File: config.mk
export PLATFORM = sky130hd
export DESIGN_NAME = cordic_vector
export DESIGN_NICKNAME = d
export VERILOG_FILES = /design/src/rtl/cordic_vector.sv
export SDC_FILE = /design/constraint.sdc
export NUM_CORES = 2
export LEC_CHECK = 0
export ABC_AREA = 1
export CAP_MARGIN = 10
export CORE_UTILIZATION = 39
export CTS_BUF_LIST = sky130_fd_sc_hd__clkbuf_4
export DETAILED_ROUTE_END_ITERATION = 8
export PLACE_DENSITY = 0.53
export SLEW_MARGIN = 25
export SYNTH_ARGS = -nofsm -noshare
export SYNTH_HDL_FRONTEND = slang
export SYNTH_SLANG_ARGS = --single-unit
File: constraint.sdc
create_clock -name clk -period 7.8 [get_ports clk]
set_input_delay 1.56 -clock clk [delete_from_list [all_inputs] [get_ports clk]]
set_output_delay 1.56 -clock clk [all_outputs]
set_load 0.01 [all_outputs]
File: src/rtl/cordic_vector.sv
// Iterative vectoring-mode CORDIC: returns atan(y/x) and the gain-corrected
// magnitude of a first-octant Q0.32 vector behind a valid/ready handshake.
module cordic_vector #(
    parameter int ITER = 8
) (
    input  logic        clk,
    input  logic        reset_n,
    input  logic        in_valid,
    output logic        in_ready,
    input  logic [31:0] x_in,
    input  logic [31:0] y_in,
    output logic        out_valid,
    input  logic        out_ready,
    output logic [31:0] angle,
    output logic [31:0] magnitude,
    output logic        out_err
);

    localparam logic [1:0] stIdle  = 2'd0;
    localparam logic [1:0] stIter  = 2'd1;
    localparam logic [1:0] stScale = 2'd2;
    localparam logic [1:0] stDone  = 2'd3;

    function automatic logic [31:0] theta(input logic [2:0] i);
        logic [31:0] t;
        case (i)
            3'd0:    t = 32'hC90FDAA2;
            3'd1:    t = 32'h76B19C16;
            3'd2:    t = 32'h3EB6EBF2;
            3'd3:    t = 32'h1FD5BA9A;
            3'd4:    t = 32'h0FFAADDB;
            3'd5:    t = 32'h07FF556E;
            3'd6:    t = 32'h03FFEAAB;
            default: t = 32'h01FFFD55;
        endcase
        return t;
    endfunction

    function automatic logic [31:0] prdK(input int n);
        logic [31:0] k;
        case (n)
            0:       k = 32'hB504F334;
            1:       k = 32'hA1E89B13;
            2:       k = 32'h9D130DD4;
            3:       k = 32'h9BDC8A0F;
            4:       k = 32'h9B8ED60C;
            5:       k = 32'h9B7B67D6;
            6:       k = 32'h9B768C35;
            default: k = 32'h9B75554B;
        endcase
        return k;
    endfunction

    localparam logic [31:0] kScale  = prdK(ITER - 1);
    localparam logic [2:0]  lastCnt = 3'(ITER - 1);

    logic [1:0]         state;
    logic signed [34:0] xr;
    logic signed [34:0] yr;
    logic signed [33:0] zr;
    logic [2:0]         cnt;
    logic               outValidR;
    logic               errR;
    logic [31:0]        angleR;
    logic [31:0]        magR;

    logic signed [34:0] xSh;
    logic signed [34:0] ySh;
    logic signed [34:0] xNext;
    logic signed [34:0] yNext;
    logic signed [33:0] zNext;
    logic signed [33:0] thetaExt;
    logic [34:0]        scaled;
    logic [31:0]        magNext;
    logic [31:0]        angleNext;

    always_comb begin
        xSh      = xr >>> cnt;
        ySh      = yr >>> cnt;
        thetaExt = {2'b00, theta(cnt)};
        if (!yr[34]) begin
            xNext = xr + ySh;
            yNext = yr - xSh;
            zNext = zr + thetaExt;
        end else begin
            xNext = xr - ySh;
            yNext = yr + xSh;
            zNext = zr - thetaExt;
        end
        scaled  = 35'(({32'd0, xr} * {35'd0, kScale}) >> 32);
        magNext = (|scaled[34:32]) ? 32'hFFFFFFFF : scaled[31:0];
        // A zero vector has no direction; report 0 rather than the table sum.
        if (xr == '0) begin
            angleNext = '0;
        end else if (zr[33]) begin
            angleNext = '0;
        end else if (zr[32]) begin
            angleNext = 32'hFFFFFFFF;
        end else begin
            angleNext = zr[31:0];
        end
    end

    always_ff @(posedge clk or negedge reset_n) begin
        if (!reset_n) begin
            state     <= stIdle;
            xr        <= '0;
            yr        <= '0;
            zr        <= '0;
            cnt       <= '0;
            outValidR <= 1'b0;
            errR      <= 1'b0;
            angleR    <= '0;
            magR      <= '0;
        end else begin
            case (state)
                stIdle: begin
                    if (in_valid) begin
                        if (y_in > x_in) begin
                            errR   <= 1'b1;
                            angleR <= '0;
                            magR   <= '0;
                            state  <= stDone;
                        end else begin
                            xr    <= {3'b000, x_in};
                            yr    <= {3'b000, y_in};
                            zr    <= '0;
                            cnt   <= '0;
                            state <= stIter;
                        end
                    end
                end
                stIter: begin
                    xr  <= xNext;
                    yr  <= yNext;
                    zr  <= zNext;
                    cnt <= cnt + 3'd1;
                    if (cnt == lastCnt) begin
                        state <= stScale;
                    end
                end
                stScale: begin
                    angleR <= angleNext;
                    magR   <= magNext;
                    errR   <= 1'b0;
                    state  <= stDone;
                end
                default: begin
                    if (!outValidR) begin
                        outValidR <= 1'b1;
                    end else if (out_ready) begin
                        outValidR <= 1'b0;
                        state     <= stIdle;
                    end
                end
            endcase
        end
    end

    assign in_ready  = (state == stIdle);
    assign out_valid = outValidR;
    assign angle     = angleR;
    assign magnitude = magR;
    assign out_err   = errR;

endmodule

After elaboration in Yosys (flattened, before gate mapping)
Index checks and enable logic that the tools add are counted.
Widths: inputs -> output; s select.
Operators by class
  $add $sub $neg: 7
  $mul: 1
  magnitude comparators: 1
  equal/unequal tests: 13
  shifts and indexed selects: 2
  mux-type cells: 35
  reduce and logical (&&, ||, !) cells: 12
Operator list (count)
  $pmux 32 s7: 1
  $mux 35: 6
  $mux 32: 6
  $pmux 35 s2: 2
  $pmux 32 s2: 2
  $mux 34: 3
  $add 35x35->35: 2
  $sshr 35x3->35: 2
  $sub 35x35->35: 2
  $pmux 34 s2: 1
  $mul 35x32->67 const B: 1
  $logic_not 35->1: 1
  $add 34x33->34: 1
  $sub 34x33->34: 1
  $gt 32x32->1: 1
  $eq 3x3->1 const B: 4
  $mux 2: 5
  $reduce_bool 4->1: 2
  $eq 3x2->1 const B: 2
  $mux 3: 2
  $ne 2x2->1 const B: 3
  $pmux 2 s3: 1
  $pmux 3 s2: 1
  $reduce_and 3->1: 2
  12 further kinds: 17
Word-level totals
  register bits: 175
  input bits: 68
  logic and storage cells: 80

Longest topological paths before layout
  depth after elaboration: 5
  mapped depth: 33

Worst setup path after synthesis
No wires, ideal clock.
  path kind: flip-flop to flip-flop
  from: register xr[17]
  to: register magR[10], in the netlist magnitude[10]
  library setup time: 0.117 ns
  data arrival time: 6.666 ns
  data required time: 7.683 ns
  path slack: 1.017 ns
  stages on the path, launching flop included: 30
  buffers on the path: 1
  cell sequence: dfrtp_1 > inv_1 > fa_1 > fa_1 > inv_1 > fa_1 > inv_1 > fa_1 > inv_1 > fa_1 > fa_1 > fa_1 > inv_1 > fa_1 > inv_1 > ha_1 > nand2_1 > nor2_1 > inv_1 > nor2_1 > nand2_1 > nor3_1 > nand2_1 > nand2_1 > nand2_1 > nand2_1 > buf_4 > nand4_1 > nand2_1 > nand2_1
Between the ends
  longest elaborated chain between the ends: 4
RTL lines
  start, declared: line 58  | logic signed [34:0] xr;
  start signal, assigned: line 125  | xr <= {3'b000, x_in};
  start signal, assigned: line 134  | xr <= xNext;
  $mul 35x32->67 *: line 90  | scaled = 35'(({32'd0, xr} * {35'd0, kScale}) >> 32);
  $reduce_or 3->1: line 91  | magNext = (|scaled[34:32]) ? 32'hFFFFFFFF : scaled[31:0];
  $mux 32 *: line 91
  $pmux 32 s2 *: line 116  | case (state)
  end signal, assigned: line 144  | magR <= magNext;
  end, declared: line 65  | logic [31:0] magR;
Mark *: on every way between the ends. The rest lies on a longest branch, timed or not.
A chain may end at the register's enable or synchronous reset.

Worst setup path after layout
  from: register xr[13]
  to: register magR[24], in the netlist magnitude[24]
Same word-level chain as after synthesis.

==> results.sh <==
export IMPL_maxCapViolations=0
export IMPL_yosys_register_bits=175
export IMPL_vias_per_cell=5.081
export IMPL_die_area_mm2=0.1114
export IMPL_clkSlewWorstSetupHoldPaths_ns=0.20
export IMPL_start_util=0.3940
export IMPL_ys_warn_count=0
export IMPL_synth_cells=6119
export IMPL_slew_headroom=0.3343
export IMPL_yosysSeqAreaShare=0.1020
export IMPL_final_nets=7389
export IMPL_avgSynthCellArea_um2=7.018
export IMPL_slew_violations=0
export IMPL_synth_top_area_share=0.2354
export IMPL_dr_pass1_iters=6
export IMPL_critical_path_slowest_cell="fa_1"
export IMPL_grt_max_degree=98
export IMPL_die_h_um=333.8
export IMPL_core_area_mm2=0.1090
export IMPL_cts_tree="done"
export IMPL_critPathMostFrequentCell="nand2_1"
export IMPL_grt_pass1_vias=37740
export IMPL_io_pin_count=135
export IMPL_start_kind="flop"
export IMPL_cts_sinks=175
export IMPL_syn_to_final_growth_pct=8.411
export IMPL_grt_pass1_wl_mm=231.8
export IMPL_utilization=0.4271
export IMPL_layout_common_cells="nand2_1 (1692), inv_1 (1342), ha_1 (578)"
export IMPL_cts_setup_buffers=0
export IMPL_drtAntennaViolNets=0
export IMPL_path_class="reg2reg"
export IMPL_wl_mm=151.4
export IMPL_hpwl_mm=130.9
export IMPL_drtIter0Drc=3239
export IMPL_root_buffer="clkbuf_4"
export IMPL_max_stage_delay_ns=0.61
export IMPL_die_w_um=333.8
export IMPL_fin_tns_setup_ns=0
export IMPL_vias=38950
export IMPL_antenna_found_initial=4
export IMPL_wl_per_cell_um=19.76
export IMPL_drcViolationCount=0
export IMPL_setup_worst_path_end_class="flop"
export IMPL_worst_pin_slew_ns=0.9986
export IMPL_skew_ns=0.09353
export IMPL_synth_async_sr_flop_share=1.000
export IMPL_fin_crit_ns=7.401
export IMPL_grt_usage=0.2748
export IMPL_crit_arrival_ns=8.11
export IMPL_htreeDepth=4
export IMPL_synth_area_mm2=0.04294
export IMPL_drive_above_1_share=0.03328
export IMPL_clk_latency_ns=0.89
export IMPL_critPathRequiredTime_ns=8.51
export IMPL_synth_edf_count=0
export IMPL_ff2ff_path_depth=30
export IMPL_synth_nets=7271
export IMPL_clockBufferDepth=2
export IMPL_port_buffers=134
export IMPL_cts_buffers_inserted=17
export IMPL_finalSetupViolCount=0
export IMPL_min_path_type="reg2reg"
export IMPL_synth_area_leaders="fa_1 (24%), ha_1 (17%), nand2_1 (15%), inv_1 (12%), dfrtp_1 (10%)"
export IMPL_synth_top_area_cell="fa_1"
export IMPL_period_share=0.9488
export IMPL_place_gp_congestion=0.9614
export IMPL_rows=121
export IMPL_fmax_ghz=0.1351
export IMPL_synth_cell_types=52
export IMPL_final_common_cell="nand2_1"
export IMPL_outcome="finished, final reports clean"
export IMPL_synth_main_ff_cell="dfrtp_1"
export IMPL_final_hold_violation_count=0
export IMPL_cp_max_fo=32
export IMPL_rsz0062_at_grt="no"
export IMPL_whs_path_depth=2
export IMPL_grt_ovfl_total=0
==> final cells by class <==
| type | count | area [µm²] |
|---|---|---|
| antenna | 2 | 5.005 |
| inverter | 1355 | 5097 |
| sequential | 175 | 4384 |
| clock inverter | 15 | 240.2 |
| multi-input combinational | 4471 | 32880 |
| tap | 1414 | 1769 |
| fill | 11650 | 62450 |
| clock buffer | 17 | 127.6 |
| timing repair buffer | 217 | 2051 |
==> through the flow <==
| stage | instances | area [µm²] | setup WS (ns) | hold slack (ns) |
|---|---|---|---|---|
| floorplan | 6119 | 42940 | 1.017 | 0.4755 |
| global placement | 7631 | 46140 | 0.4351 | 0.4569 |
| detailed placement | 7632 | 46170 | 0.4144 | 0.4663 |
| CTS | 7664 | 46530 | 0.3493 | 0.5070 |
| global route | 7666 | 46560 | 0.01003 | 0.5312 |
| finish | 7666 | 46560 | 0.3993 | 0.5033 |
==> registers in the layout, summed over array words and instances, names as in the netlist <==
register,cells
magnitude,32
yr,35
out_valid,1
angle,32
xr,35
cnt,3
state,2
zr,34
out_err,1
==> cells in the mapped netlist, drive strengths merged, types with 8 or more instances <==
| cell type | count |
|---|---|
| nand2 | 1711 |
| inv | 1354 |
| ha | 579 |
| fa | 505 |
| nor2 | 393 |
| nand3 | 310 |
| o21ai | 266 |
| a21oi | 265 |
| dfrtp | 175 |
| nand4 | 81 |
| buf | 78 |
| xor2 | 77 |
| nor3 | 53 |
| xnor2 | 48 |
| clkbuf | 40 |
| o21bai | 37 |
| nand3b | 36 |
| o21a | 21 |
| o211ai | 18 |
| or2 | 18 |
| a21o | 10 |
| o22ai | 10 |
| nor4 | 8 |
==> metal layers <==
layer,up-vias,share of wire,GRT usage
met5,-,0.000073,0
met4,2,0.019,0.05778
met3,99,0.070,0.05503
met2,1102,0.42,0.4036
met1,18660,0.49,0.4120
li1,19090,-,-
==> critical path: cells and delay by family (launching register included) <==
kind	cells	cell delay (ns)
adder cells (fa/ha/maj)	9	4.60
AND/OR/NAND/NOR	12	1.14
buffers and inverters	8	0.80
flip-flops	1	0.43
AO/OA/AOI/OAI	1	0.28
==> repair_timing <==
| action | in CTS | in global routing |
|---|---|---|
| hold buffers | 0 | 0 |
| gates resized for setup | 0 | 3 |
| endpoints found under the setup margin | 0 | 28 |
==> cell families after synthesis <==
group,count (synthesis),share of synthesized area
simple gates,2619,0.2534
fa+ha+maj,1084,0.4041
mux,3,0.0007284
xor+xnor,125,0.02549
buf+inv,1473,0.1334
compound gates,640,0.08097
flops,175,0.1020
==> path summary, 6_finish.rpt <==
check,start,endpoint,slack [ns]
min reg2reg,magnitude[14],magnitude[14],0.50
min in group asynchronous,reset_n,magnitude[18],0.75
max in group asynchronous,reset_n,xr[11],5.93
min,magnitude[14],magnitude[14],0.50
max reg2reg,xr[13],magnitude[24],0.40
max,xr[13],magnitude[24],0.40
Power is not shown: default switching activity piles up to over one toggle a cycle in this logic, so the estimate is an artifact.
